==> config.mk <==
export PLATFORM = sky130hd
export DESIGN_NAME = codificador_em_morse
export DESIGN_NICKNAME = d
export VERILOG_FILES = /design/src/rtl/codificador_pkg.sv /design/src/rtl/morse_serializer.sv /design/src/rtl/codificador_em_morse.sv
export SDC_FILE = /design/constraint.sdc
export NUM_CORES = 1
export LEC_CHECK = 0
export CORE_AREA = 3 3 40 42
export CTS_CLUSTER_SIZE = 28
export DETAILED_ROUTE_END_ITERATION = 7
export DIE_AREA = 0 0 43 45
export PLACE_DENSITY_LB_ADDON = 0.12
export SLEW_MARGIN = 25
export SYNTH_ARGS = -nofsm -noshare
export SYNTH_HDL_FRONTEND = slang
export SYNTH_SLANG_ARGS = --single-unit
==> constraint.sdc <==
create_clock -name clk -period 0.85 [get_ports clk]
set_input_delay 0.085 -clock clk [delete_from_list [all_inputs] [get_ports clk]]
set_output_delay 0.085 -clock clk [all_outputs]
set_load 0.02 [all_outputs]
==> src/rtl/codificador_pkg.sv <==
// Shared constants for the BCD-to-Morse encoder.
// Holds the symbol encoding, the digit code table and the keyer states.
package codificador_pkg;

    localparam logic DOT  = 1'b0;
    localparam logic DASH = 1'b1;

    localparam int NUM_DIGITS = 10;

    // Bit 4 is the first symbol sent (s1), bit 0 the last (s5)
    localparam logic [4:0] MORSE_TABLE [NUM_DIGITS] = '{
        5'b11111,
        5'b01111,
        5'b00111,
        5'b00011,
        5'b00001,
        5'b00000,
        5'b10000,
        5'b11000,
        5'b11100,
        5'b11110
    };

    typedef enum logic [1:0] {
        IDLE,
        MARK,
        GAP
    } keyer_state_t;

    function automatic logic digit_legal(input logic [3:0] digit);
        return digit < 4'd10;
    endfunction

    function automatic logic [4:0] morse_code(input logic [3:0] digit);
        return digit_legal(digit) ? MORSE_TABLE[digit] : 5'b00000;
    endfunction

endpackage

==> src/rtl/morse_serializer.sv <==
// Serial keyer: plays a captured 5-symbol code on key_out.
// Mark is 1 unit (dot) or 3 units (dash), each followed by a 1-unit gap.
module morse_serializer
    import codificador_pkg::*;
#(
    parameter int UNIT_CYCLES = 4
) (
    input  logic       clk,
    input  logic       reset,
    input  logic       start,
    input  logic [4:0] code,
    output logic       key_out,
    output logic       busy
);

    localparam int CW = $clog2(3 * UNIT_CYCLES + 1);
    localparam logic [CW-1:0] DOT_LEN  = CW'(UNIT_CYCLES);
    localparam logic [CW-1:0] DASH_LEN = CW'(3 * UNIT_CYCLES);

    keyer_state_t state;
    keyer_state_t next_state;

    logic [4:0]    code_q;
    logic [2:0]    idx;
    logic [CW-1:0] cnt;
    logic [CW-1:0] phase_len;
    logic          phase_end;

    // Current phase length and end-of-phase detect
    always_comb begin
        phase_len = DOT_LEN;
        if (state == MARK && code_q[4] == DASH) begin
            phase_len = DASH_LEN;
        end
        phase_end = (cnt == phase_len - CW'(1));
    end

    // State register
    always_ff @(posedge clk or negedge reset) begin
        if (!reset) begin
            state <= IDLE;
        end else begin
            state <= next_state;
        end
    end

    // Next-state logic
    always_comb begin
        next_state = state;
        unique case (state)
            IDLE: if (start) next_state = MARK;
            MARK: if (phase_end) next_state = GAP;
            GAP: begin
                if (phase_end) begin
                    next_state = (idx == 3'd4) ? IDLE : MARK;
                end
            end
            default: next_state = IDLE;
        endcase
    end

    // Code shifter, symbol index and cycle counter
    always_ff @(posedge clk or negedge reset) begin
        if (!reset) begin
            code_q <= '0;
            idx    <= '0;
            cnt    <= '0;
        end else if (state == IDLE) begin
            if (start) begin
                code_q <= code;
                idx    <= '0;
                cnt    <= '0;
            end
        end else if (phase_end) begin
            cnt <= '0;
            if (state == GAP) begin
                code_q <= {code_q[3:0], 1'b0};
                idx    <= idx + 3'd1;
            end
        end else begin
            cnt <= cnt + CW'(1);
        end
    end

    // Outputs decoded from the state register
    always_comb begin
        key_out = 1'b0;
        busy    = 1'b0;
        unique case (state)
            IDLE: begin
                key_out = 1'b0;
                busy    = 1'b0;
            end
            MARK: begin
                key_out = 1'b1;
                busy    = 1'b1;
            end
            GAP: begin
                key_out = 1'b0;
                busy    = 1'b1;
            end
            default: begin
                key_out = 1'b0;
                busy    = 1'b0;
            end
        endcase
    end

endmodule

==> src/rtl/codificador_em_morse.sv <==
// BCD digit to 5-symbol Morse encoder with registered parallel output.
// Define CODIFICADOR_SERIAL_EN to add the serial keyer (key_out/busy).
module codificador_em_morse
    import codificador_pkg::*;
#(
    parameter int UNIT_CYCLES = 4
) (
    input  logic clk,
    input  logic reset,
    input  logic a,
    input  logic b,
    input  logic c,
    input  logic d,
    input  logic ready,
    output logic s1,
    output logic s2,
    output logic s3,
    output logic s4,
    output logic s5,
    output logic valid,
    output logic err
`ifdef CODIFICADOR_SERIAL_EN
    ,
    output logic key_out,
    output logic busy
`endif
);

    if (UNIT_CYCLES < 1) begin : g_bad_unit
        $error("UNIT_CYCLES must be at least 1");
    end

    logic [3:0] digit;
    logic [4:0] code;
    logic       legal;
    logic       blocked;
    logic       capture;
    logic [4:0] s_q;

    assign digit = {a, b, c, d};
    assign code  = morse_code(digit);
    assign legal = digit_legal(digit);

`ifdef CODIFICADOR_SERIAL_EN
    morse_serializer #(
        .UNIT_CYCLES(UNIT_CYCLES)
    ) u_serializer (
        .clk    (clk),
        .reset  (reset),
        .start  (capture & legal),
        .code   (code),
        .key_out(key_out),
        .busy   (busy)
    );
    assign blocked = busy;
`else
    assign blocked = 1'b0;
`endif

    assign capture = ready & ~blocked;

    // Capture register: decoded code and legality flags
    always_ff @(posedge clk or negedge reset) begin
        if (!reset) begin
            s_q   <= '0;
            valid <= 1'b0;
            err   <= 1'b0;
        end else if (capture) begin
            s_q   <= code;
            valid <= legal;
            err   <= ~legal;
        end
    end

    assign s1 = s_q[4];
    assign s2 = s_q[3];
    assign s3 = s_q[2];
    assign s4 = s_q[1];
    assign s5 = s_q[0];

endmodule

* Word-level counts from Yosys, hierarchy flattened *
Memory sizes are Yosys's and may differ from the RTL's.
Cells that the tools add are included.

word-level totals
  register bits after elaboration = 7
  bits in read-only memories = 80
  input port bits = 7
  output and inout port bits = 7
  word-level logic and storage cells = 11
  memories kept = 1

operators by class
  order comparisons = 2
  multiplexer cells = 3
  bitwise gates (word level) = 2

memory list
  name              words  width  rd ports  clocked after Yosys merged registers in  wr ports  RTL line               source
  (name not given)  16     5      1         0                                        0         codificador_pkg.sv:35  return digit_legal(digit) ? MORSE_TABLE[digit] : 5'b00000;

operator list
  operator                                           number
  5-bit 2-to-1 mux                                   3
  5-bit >= comparator, second input constant         1
  4-bit inverter with 5-bit output                   1
  4-bit less-than comparator, second input constant  1
  1-bit inverter                                     1

* Depth between registers and ports, before layout *
  depth in word-level cells = 5
  depth in mapped cells = 3
  depth with buffers taken out = 3

* Worst setup path after synthesis *
Ideal clock, no wire load.

  kind = reg-to-reg
  start point = reg s_q[1] (netlist name)
  end point = reg s_q[1]
  library setup time = 0.125 ns
  arrival time = 0.710 ns
  data required time = 0.725 ns
  slack = 0.015 ns
  stages on the path, launching flop included = 2
  path buffers = 0
  clock period less this slack = 0.835 ns
  path through = dfrtp_1 mux2_4

RTL lines
  element               RTL line                    source
  end signal, assigned  codificador_em_morse.sv:69  s_q <= code;
  end, declared         codificador_em_morse.sv:38  logic [4:0] s_q;

* Worst setup path after layout *
  start point = reg s_q[1]
  end point = out s4

RTL lines
  element        RTL line                    source
  end, declared  codificador_em_morse.sv:18  output logic s4,

No word-level cell between the ends.

==> impl_metrics.json <==
{
  "die_area_sq_mm": 0.001935,
  "dp.final_hpwl_um": 608.9,
  "yosys.area.top_type": "dfrtp_1",
  "ys_types": 15,
  "grt_setup_unrepaired": "yes",
  "nNetsFinal": 63,
  "critPathRequiredTime_ns": 0.76,
  "skew_ns": 0,
  "gp_congestion": 0.7845,
  "yosysTopAreaCellShare": 0.5426,
  "synthAdderAreaFrac": 0,
  "timing.final.ws_setup_ns": -0.02230,
  "core_sq_mm": 0.001285,
  "cts_root_buffer": "clkbuf_4",
  "rows": 13,
  "cp.arrival_ns": 0.79,
  "first_pass_iters": 4,
  "synth_xor_area_frac": 0,
  "antenna_cells": 0,
  "ys_seq_area_frac": 0.5426,
  "avgSynthCellArea_sq_um": 10.09,
  "num_io_pins": 14,
  "vias": 302,
  "routedWlPerCell_um": 11.40,
  "synth.area.top_cells": "dfrtp_1 54%, a21oi_1 4.7%, o21ai_1 4.7%",
  "drc": 0,
  "grt_usage": 0.09220,
  "syn_to_final_growth_pct": 71.32,
  "grt_max_degree": 8,
  "drv_slew": 0,
  "synth.area.mux_share": 0.04651,
  "final_cell_area_sq_um": 553.0,
  "htreeDepth": 1,
  "dp.cells": 64,
  "maxCapViolCount": 0,
  "cts_tree": "built",
  "synth-simple-area-share": 0.1473,
  "die_w_um": 43,
  "drive_gt1_frac": 0.3455,
  "grt_pass1_wl_mm": 1.283,
  "final_cell_mix": "7 x dfrtp_1, 7 x buf_6, 7 x buf_4",
  "drtAntennaViolNets": 0,
  "clkTransAtPathRegs_ns": 0.06,
  "status": "complete, but fails checks",
  "hp-class": "in -> async",
  "crit_fanout": 2,
  "finalCritPeriodShare": 1.026,
  "power.density_mw_per_mm2": 1714,
  "synth_top_family_by_area": "compound AO/OA/AOI/OAI gates",
  "cp_cell_sequence": "buf_6",
  "grt_overflow": 0,
  "dr.first_iter.drc_count": 4,
  "cpPeakStageDelay_ns": 0.40,
  "syn-instance-count": 32,
  "maxSlewHeadroom": 0.7816,
  "crit_slowest_cell": "dfrtp_1",
  "fin_cells": 70,
  "cp.buffers_inverters": 1,
  "clock_latency_ns": 0.24,
  "peakVddDrop_uv": 845.4,
  "fp.dieH_um": 45,
  "synth_warnings": 0,
  "cts.sinks": 7,
  "critPathTopFamily": "flip-flops",
  "antenna_found_initial": 0,
  "path_class": "reg -> out",
  "cts_buffers": 3,
  "routed_wirelength_um": 798,
  "netlist_area_sq_um": 322.8,
  "grt_pass1_vias": 293,
  "placed_area_sq_um": 504.2,
  "worst_slew_pin_slew_ns": 0.3265,
  "setup_viol": 3,
  "synth-compound-area-share": 0.2132,
  "fmax_mhz": 1146,
  "violations": "negative setup slack",
  "endpoint_kind": "primary output",
  "ys_ff_latch": 7,
  "via_per_inst": 4.314,
  "io_buffer_count": 13,
  "p_leak_uw": 0.0002646,
  "start_util": 0.2512,
  "min_period_ns": 0.8723,
  "start_kind": "flip-flop",
  "finalHoldViolCount": 0,
  "syn-num-nets": 39,
  "cts_buffer_depth": 2
}
[where the power goes]
part / internal, uW / switching, uW
logic: 141 / 113
clock network: 179 / 125
registers: 366 / 23.0
total: 687 / 261
[cell usage after synthesis]
library cell  number
nor2_1             3
nand3b_1           2
a21oi_1            3
nand2b_1           2
nor2b_2            1
buf_2              1
dfrtp_1            7
a31oi_1            1
o21ai_1            3
o211ai_1           1
o21ai_0            2
inv_1              3
a22oi_1            1
o21a_1             1
mux2_4             1
[logic make-up (layout without fill, tap and decap cells)]
group | count (synthesis) | in the layout
simple gates | 8 | 8
mux | 1 | 1
compound gates | 12 | 12
flops | 7 | 7
buf+inv | 4 | 27
[per-stage QoR]
step | hold slack (ns) | setup TNS, ns | setup slack [ns] | total power, uW | util
4_1_cts | 0.1096 | -0.09939 | -0.03079 | 961.8 | 0.4226
6_report | 0.09439 | -0.03143 | -0.02230 | 948.0 | 0.4304
3_5_place_dp | 0.3787 | -3.212 | -0.3285 | 631.5 | 0.3924
5_1_grt | 0.1203 | -0.2440 | -0.05672 | 1011 | 0.4304
3_3_place_gp | 0.3694 | -3.011 | -0.2925 | 628.1 | 0.3924
2_1_floorplan | -0.2106 | 0 | 0.01528 | 486.1 | -
[what timing repair did]
item / CTS / global route
resized for setup: 45 / 1
buffers inserted: 1 / 1
setup endpoints to repair: 13 / 9
endpoints found under the hold margin: 0 / 0
pin swaps: 0 / 0
hold buffers: 0 / 0
[path summary, 6_finish.rpt]
| kind | start | end | slack, ns | cells past startpoint |
|---|---|---|---|---|
| max | s_q[1]$_DFFE_PN0P_ | s4 | -0.02 | 1 |
| min | reset | s_q[1]$_DFFE_PN0P_ | 0.09 | 1 |
| max reg2reg | s_q[1]$_DFFE_PN0P_ | s_q[1]$_DFFE_PN0P_ | 0.07 | 1 |
| min reg2reg | s_q[0]$_DFFE_PN0P_ | s_q[0]$_DFFE_PN0P_ | 0.53 | 2 |
| max in group asynchronous | reset | err$_DFFE_PN0P_ | 0.50 | 1 |
| min in group clk | d | s_q[2]$_DFFE_PN0P_ | 0.29 | 4 |
[per-layer routing]
| metal | share of wire | GRT usage | vias up |
|---|---|---|---|
| met5 | 0 | 0 | - |
| met4 | 0.0063 | 0.05422 | 0 |
| met3 | 0.070 | 0.03586 | 2 |
| met2 | 0.48 | 0.1527 | 8 |
| met1 | 0.44 | 0.1007 | 137 |
| li1 | - | - | 155 |
[cell type report]
cell class	instances	area, sq um
Sequential cell	7	175.2
Tap cell	15	18.77
Clock buffer	4	26.28
Fill cell	129	732.0
Timing Repair Buffer	20	190.2
Multi-Input combinational cell	21	131.4
Inverter	3	11.26
[sequential cells by signal (all words and copies together) (netlist names)]
signal / flops
valid: 1
err: 1
s_q: 5
Power figures use the tool's default switching activity.
